**src/rtl/jtag_tap_sampled.sv**
```systemverilog
// jtag_tap_sampled: IEEE 1149.1 TAP responder that oversamples tck/tms/tdi/trst_n with clk.
// Provides a 5-bit IR plus IDCODE, BYPASS and a USER mailbox data register.
module jtag_tap_sampled #(
    parameter int                  IR_WIDTH      = 5,
    parameter logic [31:0]         IDCODE_VAL    = 32'h1000_0AB1,
    parameter int                  USER_DR_WIDTH = 32,
    parameter logic [IR_WIDTH-1:0] IR_IDCODE     = 5'h01,
    parameter logic [IR_WIDTH-1:0] IR_USER       = 5'h10
) (
    input  logic                     clk,
    input  logic                     rst,
    input  logic                     tck,
    input  logic                     tms,
    input  logic                     tdi,
    input  logic                     trst_n,
    output logic                     tdo,
    output logic                     tdo_en,
    input  logic [USER_DR_WIDTH-1:0] user_dr_in,
    output logic [USER_DR_WIDTH-1:0] user_dr_out,
    output logic                     user_dr_upd,
    output logic [3:0]               tap_state
);
    typedef enum logic [3:0] {
        TLR = 4'hF, RTI = 4'hC, SEL_DR = 4'h7, CAP_DR = 4'h6, SH_DR = 4'h2, EX1_DR = 4'h1,
        PAU_DR = 4'h3, EX2_DR = 4'h0, UPD_DR = 4'h5, SEL_IR = 4'h4, CAP_IR = 4'hE,
        SH_IR = 4'hA, EX1_IR = 4'h9, PAU_IR = 4'hB, EX2_IR = 4'h8, UPD_IR = 4'hD
    } tap_state_e;
    localparam logic [IR_WIDTH-1:0] IR_CAP = {{(IR_WIDTH-2){1'b0}}, 2'b01};
    logic tck_s1_q, tck_s2_q, tck_s3_q, tms_s1_q, tms_s2_q, tdi_s1_q, tdi_s2_q, trst_s1_q, trst_s2_q;
    tap_state_e state_q, state_d;
    logic [IR_WIDTH-1:0] ir_q, ir_sr_q;
    logic [31:0] id_sr_q;
    logic [USER_DR_WIDTH-1:0] user_sr_q, user_out_q;
    logic byp_q, tdo_q, tdo_en_q, upd_q;
    logic tck_rise, tck_fall, tap_rst, sel_id, sel_user, dr_lsb, upd_fire;
    assign tck_rise = tck_s2_q & ~tck_s3_q;
    assign tck_fall = ~tck_s2_q & tck_s3_q;
    assign tap_rst  = rst | ~trst_s2_q;
    assign sel_id   = ir_q == IR_IDCODE;
    assign sel_user = ir_q == IR_USER;
    assign dr_lsb   = sel_id ? id_sr_q[0] : sel_user ? user_sr_q[0] : byp_q;
    assign upd_fire = tck_fall & (state_q == UPD_DR) & sel_user;
    always_comb begin
        state_d = TLR;
        case (state_q)
            TLR:     state_d = tms_s2_q ? TLR    : RTI;
            RTI:     state_d = tms_s2_q ? SEL_DR : RTI;
            SEL_DR:  state_d = tms_s2_q ? SEL_IR : CAP_DR;
            CAP_DR:  state_d = tms_s2_q ? EX1_DR : SH_DR;
            SH_DR:   state_d = tms_s2_q ? EX1_DR : SH_DR;
            EX1_DR:  state_d = tms_s2_q ? UPD_DR : PAU_DR;
            PAU_DR:  state_d = tms_s2_q ? EX2_DR : PAU_DR;
            EX2_DR:  state_d = tms_s2_q ? UPD_DR : SH_DR;
            UPD_DR:  state_d = tms_s2_q ? SEL_DR : RTI;
            SEL_IR:  state_d = tms_s2_q ? TLR    : CAP_IR;
            CAP_IR:  state_d = tms_s2_q ? EX1_IR : SH_IR;
            SH_IR:   state_d = tms_s2_q ? EX1_IR : SH_IR;
            EX1_IR:  state_d = tms_s2_q ? UPD_IR : PAU_IR;
            PAU_IR:  state_d = tms_s2_q ? EX2_IR : PAU_IR;
            EX2_IR:  state_d = tms_s2_q ? UPD_IR : SH_IR;
            default: state_d = tms_s2_q ? SEL_DR : RTI;
        endcase
    end
    always_ff @(posedge clk) begin
        if (rst) begin
            {tck_s1_q, tck_s2_q, tck_s3_q, tdi_s1_q, tdi_s2_q} <= '0;
            {tms_s1_q, tms_s2_q, trst_s1_q, trst_s2_q} <= '1;
        end else begin
            {tck_s3_q, tck_s2_q, tck_s1_q} <= {tck_s2_q, tck_s1_q, tck};
            {tms_s2_q, tms_s1_q} <= {tms_s1_q, tms};
            {tdi_s2_q, tdi_s1_q} <= {tdi_s1_q, tdi};
            {trst_s2_q, trst_s1_q} <= {trst_s1_q, trst_n};
        end
        if (tap_rst) begin
            state_q   <= TLR;
            ir_q      <= IR_IDCODE;
            ir_sr_q   <= '0;
            id_sr_q   <= '0;
            user_sr_q <= '0;
            byp_q     <= 1'b0;
            tdo_q     <= 1'b0;
            tdo_en_q  <= 1'b0;
            upd_q     <= 1'b0;
        end else begin
            upd_q <= upd_fire;
            if (tck_rise) begin
                state_q <= state_d;
                case (state_q)
                    CAP_IR: ir_sr_q <= IR_CAP;
                    SH_IR:  ir_sr_q <= {tdi_s2_q, ir_sr_q[IR_WIDTH-1:1]};
                    CAP_DR: if (sel_id) id_sr_q <= IDCODE_VAL;
                            else if (sel_user) user_sr_q <= user_dr_in;
                            else byp_q <= 1'b0;
                    SH_DR:  if (sel_id) id_sr_q <= {tdi_s2_q, id_sr_q[31:1]};
                            else if (sel_user) user_sr_q <= {tdi_s2_q, user_sr_q[USER_DR_WIDTH-1:1]};
                            else byp_q <= tdi_s2_q;
                    default: ;
                endcase
            end
            if (tck_fall) begin
                if (state_q == SH_IR) tdo_q <= ir_sr_q[0];
                else if (state_q == SH_DR) tdo_q <= dr_lsb;
                tdo_en_q <= (state_q == SH_IR) || (state_q == SH_DR);
                if (state_q == UPD_IR) ir_q <= ir_sr_q;
            end
            // Holding IR at IDCODE in TLR makes the first DR scan after reset read IDCODE
            if (state_q == TLR) ir_q <= IR_IDCODE;
        end
        if (rst) user_out_q <= '0;
        else if (trst_s2_q && upd_fire) user_out_q <= user_sr_q;
    end
    assign tdo         = tdo_q;
    assign tdo_en      = tdo_en_q;
    assign user_dr_out = user_out_q;
    assign user_dr_upd = upd_q;
    assign tap_state   = state_q;
endmodule

```
**config.mk**
```make
export PLATFORM = sky130hd
export DESIGN_NAME = jtag_tap_sampled
export DESIGN_NICKNAME = d
export VERILOG_FILES = /design/src/rtl/jtag_tap_sampled.sv
export SDC_FILE = /design/constraint.sdc
export NUM_CORES = 1
export LEC_CHECK = 0
export ABC_AREA = 1
export BUFFER_PORTS_ARGS = -buffer_cell sky130_fd_sc_hd__buf_2
export CAP_MARGIN = 20
export CORE_UTILIZATION = 35
export CTS_BUF_LIST = sky130_fd_sc_hd__clkbuf_4 sky130_fd_sc_hd__clkbuf_8 sky130_fd_sc_hd__clkbuf_16
export CTS_CLUSTER_DIAMETER = 150
export CTS_CLUSTER_SIZE = 24
export DETAILED_ROUTE_END_ITERATION = 10
export SYNTH_ARGS = -nofsm -noshare
export SYNTH_HDL_FRONTEND = slang
export SYNTH_SLANG_ARGS = --single-unit
```
**constraint.sdc**
```tcl
create_clock -name clk -period 1.9 [get_ports clk]
set_clock_uncertainty 0.2 [all_clocks]
set_input_delay 0.285 -clock clk [delete_from_list [all_inputs] [get_ports clk]]
set_output_delay 0.285 -clock clk [all_outputs]
set_load 0.1 [all_outputs]
```
After elaboration in Yosys (flattened, before gate mapping)
Index checks and enable logic that the tools add are counted.
{"block": "word_totals", "inputBits": 38, "reg_bits": 123, "output_inout_bits": 39, "elab_cells": 97}
{"block": "op_classes", "bitwise_logic": 8, "mux": 31, "eq_ne": 24, "reduce_logical": 15}
{"cell": "two-way mux 32 bit", "n": 6}
{"cell": "one-hot mux 32 bit (2 select lines)", "n": 2}
{"cell": "one-hot mux 4 bit (11 select lines)", "n": 1}
{"cell": "equality test 4 bit (second input constant)", "n": 7}
{"cell": "equality test 4 x 3 -> 1 bit (second input constant)", "n": 4}
{"cell": "inequality test 2 bit (second input constant)", "n": 8}
{"cell": "two-way mux 2 bit", "n": 6}
{"cell": "two-way mux 3 bit", "n": 4}
{"cell": "AND reduction 6 bit", "n": 2}
{"cell": "one-hot mux 5 bit (2 select lines)", "n": 1}
{"cell": "two-way mux 1 bit", "n": 9}
{"cell": "equality test 4 x 2 -> 1 bit (second input constant)", "n": 2}
{"cell": "AND reduction 2 bit", "n": 3}
{"cell": "nonzero test 2 bit", "n": 3}
{"cell": "OR reduction 2 bit", "n": 3}
{"cell": "equality test 5 x 1 -> 1 bit (second input constant)", "n": 1}
{"cell": "equality test 5 bit (second input constant)", "n": 1}
{"cell": "AND 1 bit", "n": 4}
{"cell": "equality test 4 x 1 -> 1 bit (second input constant)", "n": 1}
{"cell": "zero test 4 bit", "n": 1}
{"cell": "two-way mux 4 bit", "n": 1}
{"cell": "AND reduction 4 bit", "n": 1}
{"cell": "inverter 1 bit", "n": 3}
{"cell": "one-hot mux 1 bit (2 select lines)", "n": 1}
{"cell": "3 further kinds", "n": 3}

Depth between registers and ports, before layout
Gate-level depths: netlist (run 1).
{"block": "logic_depth", "ltp_word": 5, "ltp_mapped": 9, "depth_no_buf": 8}

Worst setup path before layout (run 1)
Ideal clock, no wire load.
{"block": "synth_path", "path_kind": "register to register", "start": "register state_q[1], in the netlist tap_state[1]", "end": "register id_sr_q[10]", "synth_period_minus_slack_ns": 2.348, "arrival_time_ns": 2.016, "path_buffers": 1, "path_slack_ns": -0.448, "path_stages_with_launch": 9, "setup_ns": 0.132, "required_time_ns": 1.568, "cell_sequence": "dfxtp_1 -> nand2_2 -> nor2_4 -> nand2_2 -> nor2_4 -> inv_2 -> buf_2 -> a21oi_1 -> nor3_1"}
{"block": "synth_via", "elab_chain_len": 3, "word_cells_on_any_way": 7, "cone_classes": "eq/ne: 4; mux: 1; reduce/logical: 2"}
{"item": "start, declared", "line_no": "30", "rtl": "tap_state_e state_q, state_d;"}
{"item": "start signal, assigned", "line_no": "87", "rtl": "state_q <= state_d;"}
{"item": "equality test 4 x 3 -> 1 bit / equality test 4 x 2 -> 1 bit (equally long branches)", "line_no": "88", "rtl": "case (state_q)"}
{"item": "inequality test 2 bit (no line) / nonzero test 2 bit (equally long branches)"}
{"item": "AND reduction 4 bit (no line)"}
{"item": "end signal, assigned", "line_no": "94", "rtl": "SH_DR: if (sel_id) id_sr_q <= {tdi_s2_q, id_sr_q[31:1]};"}
{"item": "end, declared", "line_no": "32", "rtl": "logic [31:0] id_sr_q;"}
Parallel ways exist; a longest one is shown, timed or not.
A chain may end at the register's enable or synchronous reset.

Final worst setup path (run 1)
{"block": "layout_path", "start": "register state_q[3], in the netlist tap_state[3]", "end": "output port tap_state[3]"}
{"item": "end, declared", "line_no": "21", "rtl": "output logic [3:0] tap_state"}
No word-level cell between the ends.

==> qor_table.md, run 1 <==
| Quantity | Value |
|---|---|
| Clock period minus final worst setup slack | 1.804 ns |
| Overflow left after global routing | 0 |
| Arrival time at the worst endpoint | 1.32 ns |
| Post-synthesis net count | 649 |
| Core area | 0.01324 mm² |
| Area share of and/or/nand/nor cells after synthesis | 0.2434 |
| Most common library cell in the layout ignoring fill and taps | sky130_fd_sc_hd__dfxtp_1 |
| Via density per instance | 4.961 |
| Sw Ratio | 0.2115 |
| Worst-path fanout max | 9 |
| Number of remaining DRC errors | 0 |
| Post-route antenna net violation count | 0 |
| Kind of end point of the critical path | output pin |
| Final-report max-slew violation count | 0 |
| Syn. warnings | 0 |
| Cells along the critical path | buf_2 |
| Fraction of synthesized area in multiplexers | 0 |
| Tot GR Track Use | 0.1800 |
| Portion of the clock cycle consumed by the worst path in the final layout | 0.9497 |
| Clk_lat worst skew | 0.41 ns |
| Number of instances in the synthesized netlist | 611 |
| Antenna violations before repair | 0 |
| Slew headroom | 0.6598 |
| Worst endpoint required time | 1.41 ns |
| Average wire per standard cell | 13.20 µm |
| Delay of the slowest critical-path stage | 0.47 ns |
| Wire length of the first global-routing pass | 20260 µm |
| Total negative slack for setup checks | 0 ns |
| Logic pwr share | 0.038 |
| Setup repair after global routing missed its margin | false |
| Number of standard-cell rows in the floorplan | 42 |
| DP Wirelength | 7391 µm |
| Post-synthesis share of cell area spent on xor and xnor gates | 0.001842 |
| TritonCTS clock tree | yes |
| Ports placed on the boundary | 77 |
| Effective utilization at floorplan | 0.3591 |
| Post-CTS setup buffer count | 0 |
| Count of buffering cells on the critical path with inverters included | 1 |
| Overall die area | 0.01406 mm² |
| Run status | finished clean |
| Final Hold Violating Endpoints | 0 |
| Area fraction in compound gates after synthesis | 0.1728 |
| Post-synthesis instance area | 0.004756 mm² |
| Category of cells accounting for the largest share of critical-path delay | buffers and inverters |
| Pwr dens | 983.1 mW/mm² |
| Largest family of logic cells by synthesized area | simple AND/OR/NAND/NOR gates |
| Clock-pin slew reported for the worst setup and hold paths after clock tree synthesis | 0.05 ns |
| CTS H-Tree Depth | 4 |
| Most used cells in the layout excluding fill and tap cells | sky130_fd_sc_hd__dfxtp_1 (119), sky130_fd_sc_hd__nand2_1 (97), sky130_fd_sc_hd__nor2_1 (83) |
| Arithmetic-cell share of the synthesized area counting full adders, half adders and majority gates | 0 |
| P&R area growth vs syn | 34.46% |
| Setup violations, final | 0 |
| Achievable Freq | 554.2 MHz |
| Iter 0 DRT Violations | 375 |
| Height of the die | 118.6 µm |
| Fraction of final layout cells with drive strength greater than 1 | 0.1995 |
| Sw Pwr | 1330 µW |
| Total via count after detailed routing | 4505 |
| Critical Path Start Type | flop |
| Sequential share of the synthesized area | 0.5178 |
| Total power of the final layout | 6287 µW |
| Kind of critical path | flop to output pin |
| Clock sink count | 123 |
| IR Drop Worst-Case VDD | 0.5943 mV |
| Fraction of power consumed by sequential logic | 0.413 |
| Leakage dissipation | 0.002688 µW |
| Worst slack at placement | 0.1130 ns |
| Antenna cells | 0 |
| CP max-delay cell | sky130_fd_sc_hd__buf_2 |
| Worst hold path class | flop to flop |
| Number of CTS-inserted buffers | 17 |
| Detailed-routing iteration count for the pre-antenna-repair pass | 5 |
| Clock network power share | 0.549 |
| Mean cell area of the mapped netlist | 7.784 µm² |
| Slew at the pin closest to its max-slew limit | 0.5138 ns |
| Number of nets in the layout | 757 |
| CTS Root Buffer Type | sky130_fd_sc_hd__clkbuf_16 |
| Number of different library cells in the post-synthesis netlist | 26 |
| Setup WS post-layout | 0.09556 ns |
| Internal | 4957 µW |
| Placer Congestion | 0.8153 |
| Maximum number of pins on one net before global-route repair | 42 |
| Wire length reported by the detailed router | 11990 µm |
| Number of global-route vias before repair | 4350 |
| Maximum clock insertion buffer count | 2 |
| Number of synthesized register bits | 123 |
| Number of buffers inserted by port buffering | 76 |
| Die outline width | 118.6 µm |
| Number of maximum-capacitance violations | 0 |
-- power groups by stage --
stage / Clock [µW] / Sequential (µW) / Combinational (µW)
2_1_floorplan: 0 / 2670 / 84.3
3_3_place_gp: 0 / 2650 / 172
3_5_place_dp: 0 / 2650 / 175
4_1_cts: 3500 / 2600 / 237
5_1_grt: 3640 / 2600 / 261
6_report: 3450 / 2600 / 240
-- cell families (layout without fill, tap and decap cells) --
group | after synthesis | after routing
flops | 123 | 123
simple gates | 266 | 266
compound gates | 153 | 153
buf+inv | 68 | 189
xor+xnor | 1 | 1
-- worst paths after layout --
path,startpoint,end,slack [ns],cells after the start
worst min register to register,tdi_s1_q$_SDFF_PP0_,tdi_s2_q$_SDFF_PP0_,0.21,2
worst max register to register,tap_state[2]$_SDFFE_PP1P_,user_dr_out[31]$_SDFFE_PP0P_,0.12,6
worst max-delay path,tap_state[3]$_SDFFE_PP1P_,tap_state[3],0.1,1
worst min-delay path,tdi_s1_q$_SDFF_PP0_,tdi_s2_q$_SDFF_PP0_,0.21,2
-- metal layers --
metal | vias to the layer above | GRT usage | share of wire
met2 | 103 | 0.2997 | 0.48
li1 | 2296 | - | -
met4 | 0 | 0.08465 | 0.025
met1 | 2081 | 0.2204 | 0.46
met5 | - | 0 | 0
met3 | 25 | 0.03909 | 0.037
-- what timing repair did --
action / CTS / global route
gates resized for setup: 0 / 5
setup endpoints to repair: 0 / 28
hold buffers: 39 / 0
endpoints found under the hold margin: 39 / 0
-- synthesized netlist by cell type (all sizes together) --
| cell type | n | area [µm²] |
|---|---|---|
| a211oi | 1 | 7.510 |
| a21oi | 37 | 185.2 |
| a31oi | 32 | 200.2 |
| buf | 21 | 125.1 |
| clkbuf | 23 | 90.08 |
| clkinv | 1 | 3.750 |
| dfxtp | 123 | 2462 |
| inv | 23 | 86.34 |
| nand2 | 99 | 376.6 |
| nand3 | 7 | 45.04 |
| nand4 | 3 | 18.77 |
| nor2 | 87 | 356.6 |
| nor3 | 66 | 335.3 |
| o2111ai | 1 | 8.760 |
| o211ai | 4 | 30.03 |
| o21ai | 78 | 390.4 |
| or2 | 4 | 25.02 |
| xnor2 | 1 | 8.760 |
-- stage by stage --
step	hold WS, ns	instance area, µm²	utilization	cells
2_1_floorplan	0.1883	4766	-	611
3_3_place_gp	0.1973	5355	0.4044	837
3_5_place_dp	0.2044	5355	0.4044	837
4_1_cts	0.2143	6381	0.4819	908
5_1_grt	0.2215	6395	0.4829	908
6_report	0.2080	6395	0.4829	908
-- sequential cells by signal (all words and copies together) (netlist names) --
| name | cells |
|---|---|
| byp_q | 1 |
| id_sr_q | 32 |
| ir_q | 5 |
| ir_sr_q | 5 |
| tap_state | 4 |
| tck_s1_q | 1 |
| tck_s2_q | 1 |
| tck_s3_q | 1 |
| tdi_s1_q | 1 |
| tdi_s2_q | 1 |
| tdo | 1 |
| tdo_en | 1 |
| tms_s1_q | 1 |
| tms_s2_q | 1 |
| trst_s1_q | 1 |
| trst_s2_q | 1 |
| user_dr_out | 32 |
| user_dr_upd | 1 |
| user_sr_q | 32 |
-- cell type report --
type / count / area, µm²
Fill cell: 1297 / 6848
Sequential cell: 123 / 2472
Multi-Input combinational cell: 420 / 1994
Timing Repair Buffer: 133 / 975.9
Clock buffer: 19 / 446.7
Tap cell: 176 / 220.2
Clock inverter: 13 / 188.9
Inverter: 24 / 96.34
No activity file was read; power rests on OpenSTA's default activity.
==> run 2, diff against run 1 <==
Settings changed: CORE_UTILIZATION 35 to 34.
==> run 2 against run 1 <==
Compared with the run above: clock power is 12% lower; setup slack worse by 0.012 ns; design area is 1.8% lower; first-iteration DRC count is 11% lower; maximum frequency is 0.64% lower; global-route usage is 0.35 points lower; flip-flop and latch count stayed put; routed wire length is 0.60% higher; critical path depth stayed put; largest cell class unchanged; combinational power hardly changed; register-to-register slack better by 0.03 ns; critical path type unchanged.
==> qor_table.md, run 2 (same netlist as run 1, synthesis figures left out) <==
| Quantity | Value |
|---|---|
| Seq. cell area | 0.002472 mm² |
| Tot GR Track Use | 0.1765 |
| Run status | finished clean |
| Clock period minus final worst setup slack | 1.816 ns |
| Clk_lat worst skew | 0.41 ns |
| Total via count after detailed routing | 4505 |
| Worst-path fanout max | 9 |
| Final-report max-slew violation count | 0 |
| Setup repair after global routing missed its margin | false |
| Most used cells in the layout excluding fill and tap cells | sky130_fd_sc_hd__dfxtp_1 (119), sky130_fd_sc_hd__nand2_1 (97), sky130_fd_sc_hd__nor2_1 (83) |
| Delay of the slowest critical-path stage | 0.47 ns |
| Total negative slack for setup checks | 0 ns |
| IR Drop Worst-Case VDD | 0.6170 mV |
| Core area | 0.01345 mm² |
| Clock-pin slew reported for the worst setup and hold paths after clock tree synthesis | 0.06 ns |
| Cells along the critical path | buf_2 |
| Wire length of the first global-routing pass | 20220 µm |
| Placer Congestion | 0.8504 |
| Most common library cell in the layout ignoring fill and taps | sky130_fd_sc_hd__dfxtp_1 |
| Number of placed cells counting well taps | 832 |
| Arrival time at the worst endpoint | 1.33 ns |
| Kind of end point of the critical path | output pin |
| Slew at the pin closest to its max-slew limit | 0.5318 ns |
| Average wire per standard cell | 13.37 µm |
| Wire length reported by the detailed router | 12060 µm |
| Overflow left after global routing | 0 |
| Fin util | 0.4667 |
| Maximum clock insertion buffer count | 2 |
| Area of the multi-input gates | 0.001994 mm² |
| Effective utilization at floorplan | 0.3535 |
| Antenna cells | 0 |
| Achievable Freq | 550.7 MHz |
| Number of nets in the layout | 751 |
| Pwr dens | 932.2 mW/mm² |
| CP max-delay cell | sky130_fd_sc_hd__buf_2 |
| Number of buffers inserted by port buffering | 76 |
| Portion of the clock cycle consumed by the worst path in the final layout | 0.9558 |
| Via density per instance | 4.994 |
| Register-to-Register Setup Slack | 0.15 ns |
| Iter 0 DRT Violations | 334 |
| Number of cells in the finished layout apart from fillers | 902 |
| Setup violations, final | 0 |
| Worst endpoint required time | 1.41 ns |
| Height of the die | 120.3 µm |
| Critical Path Start Type | flop |
| Number of standard-cell rows in the floorplan | 42 |
| Fill cells | 1330 |
| Number of remaining DRC errors | 0 |
| Detailed-routing iteration count for the pre-antenna-repair pass | 5 |
| Ports placed on the boundary | 77 |
| Number of maximum-capacitance violations | 0 |
| Kind of critical path | flop to output pin |
| Category of cells accounting for the largest share of critical-path delay | buffers and inverters |
| DP Wirelength | 7256 µm |
| Worst hold path class | input port to flop |
| Total power of the final layout | 5853 µW |
| Antenna violations before repair | 0 |
| TritonCTS clock tree | yes |
| Post-route antenna net violation count | 0 |
| CTS Root Buffer Type | sky130_fd_sc_hd__clkbuf_16 |
| Final standard cell area without fillers | 0.006279 mm² |
| Slew headroom | 0.6428 |
| Leakage dissipation | 0.002624 µW |
| Fraction of final layout cells with drive strength greater than 1 | 0.1942 |
| Overall die area | 0.01446 mm² |
| Die outline width | 120.3 µm |
| P&R area growth vs syn | 32.02% |
| Number of CTS-inserted buffers | 17 |
| Final Hold Violating Endpoints | 0 |
| CTS H-Tree Depth | 4 |
| Maximum number of pins on one net before global-route repair | 65 |
| Number of global-route vias before repair | 4433 |
| Count of buffering cells on the critical path with inverters included | 1 |
| Area after DPL | 0.005330 mm² |
| Clock sink count | 123 |
run 2: cell types whose count changed in the layout (fill, tap and decap cells not counted), moves of 2 or more:
cell | previous run | this run
sky130_fd_sc_hd__buf_4 | 11 | 7
sky130_fd_sc_hd__bufinv_16 | 4 | 1
sky130_fd_sc_hd__clkbuf_4 | 1 | 4
sky130_fd_sc_hd__buf_6 | 2 | 0
sky130_fd_sc_hd__clkinv_2 | 2 | 4
sky130_fd_sc_hd__clkinvlp_4 | 3 | 5
sky130_fd_sc_hd__inv_6 | 2 | 0
run 2: repair_timing:
action,4_1_cts,5_1_grt
hold endpoints to repair,38,0
resized for setup,0,4
hold buffers,38,0
setup buffers,0,0
setup endpoints to repair,0,5
run 2: routing by layer:
| layer | part of all wire | track usage | vias to the layer above |
|---|---|---|---|
| met1 | 0.45 | 0.2093 | 2108 |
| met3 | 0.039 | 0.04009 | 25 |
| met4 | 0.024 | 0.09259 | 0 |
| met5 | 0 | 0 | - |
| li1 | - | - | 2264 |
| met2 | 0.48 | 0.2971 | 108 |
run 2: final timing paths:
kind / startpoint / end / depth (start not counted)
setup / recovery: tap_state[3]$_SDFFE_PP1P_ / tap_state[3] / 1
hold reg to reg: tck_s1_q$_SDFF_PP0_ / tck_s2_q$_SDFF_PP0_ / 2
hold / removal: user_dr_in[0] / user_sr_q[0]$_SDFFE_PP0P_ / 3
setup reg to reg: tap_state[2]$_SDFFE_PP1P_ / user_dr_out[12]$_SDFFE_PP0P_ / 6
run 2: power by group:
group          internal, µW  switching (µW)
clock network          1860            1150
logic                   116             123
registers              2590            8.15
total                  4570            1280
run 2: worst reg2reg max path, stage by stage, from the launching register on:
cell and delay [ns]:
sky130_fd_sc_hd__dfxtp_4 0.41, sky130_fd_sc_hd__inv_1 0.13, sky130_fd_sc_hd__nor2_1 0.18, sky130_fd_sc_hd__nand3_2 0.15, sky130_fd_sc_hd__buf_4 0.27, sky130_fd_sc_hd__nor3_1 0.22, sky130_fd_sc_hd__nor2_1 0.09
run 2: area by class of cell:
class,count,share of cell area
tap,176,0.03507
timing repair buffer,127,0.1491
multi-input combinational,420,0.3177
inverter,24,0.01534
clock buffer,21,0.07354
clock inverter,11,0.01554
sequential,123,0.3938
run 2: stage by stage:
step	hold slack, ns	worst slack (ns)
6_report	0.03693	0.08397
4_1_cts	0.005950	0.06933
5_1_grt	0.02490	0.01176
3_5_place_dp	0.1989	0.1526
2_1_floorplan	0.1883	0.03827
3_3_place_gp	0.1949	0.1644
